==> src/rtl/mem_arb_pkg.sv <==
// Shared types and constants for the unified memory port arbiter.
package mem_arb_pkg;

  typedef enum logic {
    IDLE = 1'b0,
    BUSY = 1'b1
  } arb_state_t;

  typedef enum logic {
    OWN_IF = 1'b0,
    OWN_LS = 1'b1
  } arb_owner_t;

  // Instruction fetches are always full-word accesses.
  localparam logic [2:0] IF_ACCESS_CTRL = 3'b010;

endpackage

==> src/rtl/mem_arb_prio.sv <==
// Priority select between fetch and load/store with a starvation guard for fetch.
// Load/store normally wins. After STARVE_LIMIT consecutive load/store wins over a
// waiting fetch, the fetch is forced through on the next contended grant.
module mem_arb_prio
  import mem_arb_pkg::*;
#(
  parameter int STARVE_LIMIT = 4
) (
  input  logic       clk,
  input  logic       rst,
  input  logic       arb_en_i,
  input  logic       if_req_i,
  input  logic       ls_req_i,
  output logic       win_valid_o,
  output arb_owner_t win_owner_o
);

  localparam int CNT_W = $clog2(STARVE_LIMIT + 1);
  localparam logic [CNT_W-1:0] LIMIT = CNT_W'(STARVE_LIMIT);

  logic [CNT_W-1:0] starve_cnt_q;
  logic [CNT_W-1:0] starve_cnt_d;
  logic             if_forced;

  // Pick the winner of this cycle's arbitration.
  always_comb begin
    if_forced   = (starve_cnt_q >= LIMIT);
    win_valid_o = arb_en_i && (if_req_i || ls_req_i);
    win_owner_o = OWN_LS;
    if (if_req_i && (!ls_req_i || if_forced)) begin
      win_owner_o = OWN_IF;
    end
  end

  // Track how many times a waiting fetch has been passed over.
  always_comb begin
    starve_cnt_d = starve_cnt_q;
    if (win_valid_o) begin
      if (win_owner_o == OWN_IF) begin
        starve_cnt_d = '0;
      end else if (if_req_i && (starve_cnt_q < LIMIT)) begin
        starve_cnt_d = starve_cnt_q + 1'b1;
      end
    end
  end

  // Starvation counter register.
  always_ff @(posedge clk or posedge rst) begin
    if (rst) begin
      starve_cnt_q <= '0;
    end else begin
      starve_cnt_q <= starve_cnt_d;
    end
  end

endmodule

==> src/rtl/mem_port_arbiter.sv <==
// Shares one memory port between instruction fetch and load/store.
// One transaction is in flight at a time; it is held on the port for MEM_LATENCY
// cycles and its read data / ack is returned to the owner on the following cycle.
module mem_port_arbiter
  import mem_arb_pkg::*;
#(
  parameter int ADDR_WIDTH   = 32,
  parameter int DATA_WIDTH   = 32,
  parameter int MEM_LATENCY  = 1,
  parameter int STARVE_LIMIT = 4
) (
  input  logic                  clk,
  input  logic                  rst,
  input  logic                  if_req_i,
  input  logic [ADDR_WIDTH-1:0] if_addr_i,
  output logic                  if_gnt_o,
  output logic                  if_rvalid_o,
  output logic [DATA_WIDTH-1:0] if_rdata_o,
  input  logic                  ls_req_i,
  input  logic                  ls_we_i,
  input  logic [ADDR_WIDTH-1:0] ls_addr_i,
  input  logic [DATA_WIDTH-1:0] ls_wdata_i,
  input  logic [2:0]            ls_ctrl_i,
  output logic                  ls_gnt_o,
  output logic                  ls_rvalid_o,
  output logic [DATA_WIDTH-1:0] ls_rdata_o,
  output logic                  mem_req_o,
  output logic                  mem_we_o,
  output logic [ADDR_WIDTH-1:0] mem_addr_o,
  output logic [DATA_WIDTH-1:0] mem_wdata_o,
  output logic [2:0]            mem_ctrl_o,
  input  logic [DATA_WIDTH-1:0] mem_rdata_i
);

  localparam int LAT_W = $clog2(MEM_LATENCY + 1);
  localparam logic [LAT_W-1:0] LAT_INIT = LAT_W'(MEM_LATENCY - 1);

  arb_state_t            state_q, state_d;
  logic [LAT_W-1:0]      lat_cnt_q, lat_cnt_d;
  arb_owner_t            owner_q, owner_d;
  logic                  we_q, we_d;
  logic                  first_q, first_d;
  logic [ADDR_WIDTH-1:0] addr_q, addr_d;
  logic [DATA_WIDTH-1:0] wdata_q, wdata_d;
  logic [2:0]            ctrl_q, ctrl_d;
  logic [DATA_WIDTH-1:0] if_rdata_q, if_rdata_d;
  logic [DATA_WIDTH-1:0] ls_rdata_q, ls_rdata_d;
  logic                  if_rvalid_q, if_rvalid_d;
  logic                  ls_rvalid_q, ls_rvalid_d;

  logic                  arb_en;
  logic                  win_valid;
  arb_owner_t            win_owner;

  // Grants are only possible while idle, and never while reset is held.
  assign arb_en = (state_q == IDLE) && !rst;

  mem_arb_prio #(
    .STARVE_LIMIT(STARVE_LIMIT)
  ) u_prio (
    .clk        (clk),
    .rst        (rst),
    .arb_en_i   (arb_en),
    .if_req_i   (if_req_i),
    .ls_req_i   (ls_req_i),
    .win_valid_o(win_valid),
    .win_owner_o(win_owner)
  );

  // FSM state register.
  always_ff @(posedge clk or posedge rst) begin
    if (rst) begin
      state_q <= IDLE;
    end else begin
      state_q <= state_d;
    end
  end

  // FSM next state: leave IDLE on a grant, return after the last busy cycle.
  always_comb begin
    state_d = state_q;
    case (state_q)
      IDLE:    if (win_valid) state_d = BUSY;
      BUSY:    if (lat_cnt_q == '0) state_d = IDLE;
      default: state_d = IDLE;
    endcase
  end

  // FSM outputs: combinational grants and the memory strobes.
  always_comb begin
    if_gnt_o  = win_valid && (win_owner == OWN_IF);
    ls_gnt_o  = win_valid && (win_owner == OWN_LS);
    mem_req_o = (state_q == BUSY);
    mem_we_o  = (state_q == BUSY) && we_q && first_q;
  end

  // Transaction latch on grant, latency countdown, and response capture on the last beat.
  always_comb begin
    lat_cnt_d   = lat_cnt_q;
    owner_d     = owner_q;
    we_d        = we_q;
    first_d     = 1'b0;
    addr_d      = addr_q;
    wdata_d     = wdata_q;
    ctrl_d      = ctrl_q;
    if_rdata_d  = if_rdata_q;
    ls_rdata_d  = ls_rdata_q;
    if_rvalid_d = 1'b0;
    ls_rvalid_d = 1'b0;
    if (win_valid) begin
      owner_d   = win_owner;
      lat_cnt_d = LAT_INIT;
      first_d   = 1'b1;
      if (win_owner == OWN_LS) begin
        addr_d  = ls_addr_i;
        wdata_d = ls_wdata_i;
        ctrl_d  = ls_ctrl_i;
        we_d    = ls_we_i;
      end else begin
        addr_d  = if_addr_i;
        wdata_d = '0;
        ctrl_d  = IF_ACCESS_CTRL;
        we_d    = 1'b0;
      end
    end else if (state_q == BUSY) begin
      if (lat_cnt_q != '0) begin
        lat_cnt_d = lat_cnt_q - 1'b1;
      end else if (owner_q == OWN_IF) begin
        if_rdata_d  = mem_rdata_i;
        if_rvalid_d = 1'b1;
      end else begin
        ls_rdata_d  = we_q ? '0 : mem_rdata_i;
        ls_rvalid_d = 1'b1;
      end
    end
  end

  // Datapath and response registers; reset drops any in-flight transaction.
  always_ff @(posedge clk or posedge rst) begin
    if (rst) begin
      lat_cnt_q   <= '0;
      owner_q     <= OWN_IF;
      we_q        <= 1'b0;
      first_q     <= 1'b0;
      addr_q      <= '0;
      wdata_q     <= '0;
      ctrl_q      <= '0;
      if_rdata_q  <= '0;
      ls_rdata_q  <= '0;
      if_rvalid_q <= 1'b0;
      ls_rvalid_q <= 1'b0;
    end else begin
      lat_cnt_q   <= lat_cnt_d;
      owner_q     <= owner_d;
      we_q        <= we_d;
      first_q     <= first_d;
      addr_q      <= addr_d;
      wdata_q     <= wdata_d;
      ctrl_q      <= ctrl_d;
      if_rdata_q  <= if_rdata_d;
      ls_rdata_q  <= ls_rdata_d;
      if_rvalid_q <= if_rvalid_d;
      ls_rvalid_q <= ls_rvalid_d;
    end
  end

  assign if_rvalid_o = if_rvalid_q;
  assign if_rdata_o  = if_rdata_q;
  assign ls_rvalid_o = ls_rvalid_q;
  assign ls_rdata_o  = ls_rdata_q;
  assign mem_addr_o  = addr_q;
  assign mem_wdata_o = wdata_q;
  assign mem_ctrl_o  = ctrl_q;

endmodule

==> config.mk <==
export PLATFORM = sky130hd
export DESIGN_NAME = mem_port_arbiter
export DESIGN_NICKNAME = d
export VERILOG_FILES = /design/src/rtl/mem_arb_pkg.sv /design/src/rtl/mem_arb_prio.sv /design/src/rtl/mem_port_arbiter.sv
export SDC_FILE = /design/constraint.sdc
export NUM_CORES = 1
export LEC_CHECK = 0
export ABC_AREA = 1
export CAP_MARGIN = 20
export CORE_MARGIN = 2
export CORE_UTILIZATION = 38
export CTS_CLUSTER_DIAMETER = 40
export DETAILED_ROUTE_END_ITERATION = 8
export PLACE_DENSITY = 0.74
export REMOVE_ABC_BUFFERS = 1
export SLEW_MARGIN = 40
export SYNTH_ARGS = -nofsm -noshare
export SYNTH_HDL_FRONTEND = slang
export SYNTH_HIERARCHICAL = 1
export SYNTH_SLANG_ARGS = --single-unit
==> constraint.sdc <==
create_clock -name clk -period 4.8 [get_ports clk]
set_input_delay 0.96 -clock clk [delete_from_list [all_inputs] [get_ports clk]]
set_output_delay 0.96 -clock clk [all_outputs]
set_load 0.1 [all_outputs]
Word level (Yosys, flattened, before mapping)
Cells that the tools add are included.
{"block": "word_totals", "register_bits": 141, "out_inout_bits": 137, "inputBits": 136}
{"block": "classes", "bitwise_logic": 4, "reduce_logical": 17, "n_mux": 22, "magnitude_cmp": 2, "addsub": 2}
{"op": "$mux 32", "n": 3}
{"op": "$mux 1", "n": 15}
{"op": "$mux 3", "n": 3}
{"op": "$logic_and 1x1->1", "n": 8}
{"op": "$reduce_and 4->1", "n": 2}
{"op": "$not 1->1", "n": 4}
{"op": "$reduce_bool 2->1", "n": 2}
{"op": "$add 3x1->3 const B", "n": 1}
{"op": "$ge 3x3->1 const B", "n": 1}
{"op": "$lt 3x3->1 const B", "n": 1}
{"op": "$logic_not 1->1", "n": 2}
{"op": "$logic_or 1x1->1", "n": 2}
{"op": "$pmux 1 s2", "n": 1}
{"op": "$reduce_and 2->1", "n": 1}
{"op": "$sub 1x1->1 const B", "n": 1}

Depth between registers and ports, before layout
{"block": "depth", "ltp_word": 5, "ltp_mapped": 11, "mapped_depth_nobuf": 7}

By module
The synthesis kept the hierarchy.
{"module": "mem_port_arbiter", "cells_each": 690, "seq_area_each_um2": 3428.3, "area_per_inst_um2": 5788.1, "instances": 1}
{"module": "mem_arb_prio", "cells_each": 29, "seq_area_each_um2": 75.1, "area_per_inst_um2": 196.4, "instances": 1}

Worst setup path before layout
OpenSTA, ideal clock, no wires.
{"block": "synth_path", "kind": "register -> output", "start": "register state_q (netlist: mem_req_o)", "end": "output if_gnt_o", "arrival_time_ps": 3241, "path_stages_with_launch": 10, "slack_ps": 599, "n_path_buf": 4, "cell_sequence": "dfrtp_1 -> buf_2 -> buf_2 -> nor2_1 -> inv_1 -> nor2_4 -> buf_4 -> inv_2 -> buf_4 -> nor2_1"}
{"block": "synth_via", "elab_chain_len": 4}
{"element": "start, declared", "line_no": "mem_port_arbiter.sv:38", "rtl": "arb_state_t state_q, state_d;"}
{"element": "start signal, assigned", "line_no": "mem_port_arbiter.sv:75", "rtl": "state_q <= state_d;"}
{"element": "$not 1->1"}
{"element": "$logic_and 1x1->1", "line_no": "mem_port_arbiter.sv:56", "rtl": "assign arb_en = (state_q == IDLE) && !rst;"}
{"element": "named net arb_en", "line_no": "mem_port_arbiter.sv:51", "rtl": "logic arb_en;"}
{"element": "$logic_and 1x1->1", "line_no": "mem_arb_prio.sv:28", "rtl": "win_valid_o = arb_en_i && (if_req_i || ls_req_i);"}
{"element": "$logic_and 1x1->1", "line_no": "mem_port_arbiter.sv:91", "rtl": "if_gnt_o = win_valid && (win_owner == OWN_IF);"}
{"element": "end, declared", "line_no": "mem_port_arbiter.sv:16", "rtl": "output logic if_gnt_o,"}
The timed path passes the listed nets, and every way through them passes these cells.

Worst setup path after layout
{"block": "layout_path", "start": "input rst", "end": "output if_gnt_o"}
{"block": "layout_via", "elab_chain_len": 4}
{"element": "start, declared", "line_no": "mem_port_arbiter.sv:13", "rtl": "input logic rst,"}
{"element": "$logic_not 1->1 (no source line)"}
{"element": "$logic_and 1x1->1", "line_no": "mem_port_arbiter.sv:56"}
{"element": "named net arb_en", "line_no": "mem_port_arbiter.sv:51"}
{"element": "$logic_and 1x1->1", "line_no": "mem_arb_prio.sv:28"}
{"element": "$logic_and 1x1->1", "line_no": "mem_port_arbiter.sv:91"}
The timed path passes the listed nets, and every way through them passes these cells.

==> run summary <==
Total CTS buffers - 17
Post_cts resized - 0
Synth-to-Final Area Change - 45.4%
Mapped Area - 5980 sq um
Yosys cell types - 16
First-pass GRT wire length - 27800 microns
Least-Margin Pin Slew - 0.776 ns
Synthesized area per cell - 8.32 sq um
Worst VDD drop - 0.366 mV
Post-layout min period - 3.76 ns
Crit path kind - input pin to output pin
Final Max Tran Viols - 0
Final WL - 18000 microns
Critical path data arrival time - 2.80 ns
FILL cells - 1418
CTS Sinks - 140
Final setup vio count - 0
Max frequency - 266 MHz
#FFs+latches synth - 140
IO Count - 273
Final Power - 0.00624 W
Met3 Use GR - 8.22%
Gr ovfl total - 0
CTS Buffer Depth - 2
Reg clk slew, reported paths - 0.06 ns
Routed wire per std cell - 15.0 microns
Vias in the first global route - 5238
Share of layout cells above drive strength 1 - 18.9%
Critical Path RT - 3.84 ns
HP Class - flip-flop to flip-flop
Most used cell, CP - nor2_1
Largest net degree at the start of global routing - 88
Die height - 129 microns
Grt met1 use - 26.8%
Placer congestion estimate - 0.780
Initial antenna violation count - 0
Largest stage delay on the critical path - 0.53 ns
Core ar. - 15300 sq um
Power Density - 717 nW/um^2
Post-route DRC - 0
Vias - 5582
Clock Skews - 0.0107 ns
Synth Instances - 719
Busiest layer in global routing - met2
DR vias/cell - 4.66
Hold Slack - 0.463 ns
Hold_buf cts - 0
Aggregate global-route resource usage - 21.7%
Crit path max fanout - 27
DIE WIDTH - 129 microns
Hpwl dp - 12300 microns
Max cap viols - 0
H-Tree Depth - 4
Leak Pwr - 4.72 nW
Overall die area - 16800 sq um
RSZ-0062 raised after global routing - false
Iter 0 DRT Violations - 307
Num rows - 45
Met2 Usage GRT - 34.2%
Nets - 1111
PortBufs - 272
Clk root buf - clkbuf_16
ANT nets after route - 0
Setup Fix Bufs, Post-CTS - 0
CTS tree - done
Rel. slew slack - 48.3%
Worst path slowest cell - clkdlybuf4s50_1
Ordered list of cells on the worst path - clkdlybuf4s50_1 > nor2_1 > inv_1 > nor2_4 > inv_2 > nor2_1 > buf_12
Initial core utilization - 39.1%
Final Hold Fails - 0
Crit end category - output pin
Status - finished clean
Drt first pass iters - 5
Crit share post-route - 78.4%
Fin Setup TNS - 0 ns
Synth Warn # - 6
Sequential share of the synthesized area - 58.5%
Crit start category - input pin
Antenna diodes - 0
Later-pin clock latency in the skew report - 0.43 ns
-- flip-flops by register name (all words and copies together), names as in the netlist --
| name | flops |
|---|---|
| mem_wdata_o | 32 |
| we_q | 1 |
| ls_rdata_o | 32 |
| u_prio/starve_cnt_q | 3 |
| owner_q | 1 |
| mem_ctrl_o | 3 |
| if_rdata_o | 32 |
| first_q | 1 |
| mem_addr_o | 32 |
| mem_req_o | 1 |
| if_rvalid_o | 1 |
| ls_rvalid_o | 1 |
-- stage by stage --
step	instances	setup WS (ns)	utilization, %	instance area [sq um]
detailed placement	1166	0.970	53.0	8120
CTS	1198	1.03	56.8	8700
floorplan	674	-0.589	-	5720
global placement	1166	1.05	57.4	8790
finish	1198	1.04	56.8	8700
global route	1198	0.885	56.8	8700
-- layer usage --
layer / up-vias / part of all wire, %
li1: 2746 / -
met1: 2573 / 41
met2: 233 / 47
met3: 30 / 9.8
met4: 0 / 2.6
met5: - / 0
-- cells in the final DEF (no fill, tap or decap) --
cell	instances
clkbuf_16	17
nand3_2	1
clkdlybuf4s50_1	135
dfrtp_1	140
nor2_4	3
inv_8	1
nand2_2	1
clkinvlp_4	2
nand2_1	308
nor2_2	1
ha_1	1
inv_1	40
and3_1	1
clkbuf_1	1
buf_12	2
clkinv_4	5
inv_6	5
clkbuf_8	1
buf_4	10
bufinv_16	1
nor2_1	42
inv_2	3
nand3_1	132
buf_2	134
-- cells in the mapped netlist (all sizes together) --
master | n | area, sq um
buf | 41 | 251
and3 | 1 | 6.26
inv | 44 | 165
ha | 1 | 12.5
clkbuf | 4 | 15.0
dfrtp | 140 | 3500
nand2 | 309 | 1160
nor2 | 46 | 198
nand3 | 133 | 671
-- cell type report --
type                            instances  area (sq um)  share of cell area, %
Tap cell                              211           264                   3.03
Inverter                               44           173                   1.98
Multi-Input combinational cell        490          2050                   23.6
Sequential cell                       140          3500                   40.3
Clock inverter                         13           133                   1.52
Clock buffer                           19           443                   5.09
Timing Repair Buffer                  281          2140                   24.6
-- final timing paths --
path	to	from	depth (start not counted)	slack, ns
setup / recovery	if_gnt_o	rst	7	1.04
hold / removal	if_rdata_o[5]$_DFFE_PP0P_	if_rdata_o[5]$_DFFE_PP0P_	2	0.46
setup reg to reg	ls_rdata_o[28]$_DFFE_PP0P_	mem_req_o$_DFF_PP0_	8	1.66
hold reg to reg	if_rdata_o[5]$_DFFE_PP0P_	if_rdata_o[5]$_DFFE_PP0P_	2	0.46
max in group asynchronous	ls_rdata_o[18]$_DFFE_PP0P_	rst	3	2.92
min in group asynchronous	u_prio/starve_cnt_q[1]$_DFFE_PP0P_	rst	2	0.90
-- critical path: cells and delay by family --
family,cells,cell delay [ns]
buf+inv,4,0.91
simple gates,3,0.93
-- power by group --
group	internal, W	switching [W]
sequential	0.00150	0.000178
clock	0.000738	0.000544
combinational	0.000471	0.00281
total	0.00271	0.00353
-- cells by family after synthesis --
logic type	share of synthesized area (%)
buffers and inverters	7.21
and+or+nand+nor	34.0
adders and majority gates	0.209
DFF	58.5
(Power assumes the default switching activity.)
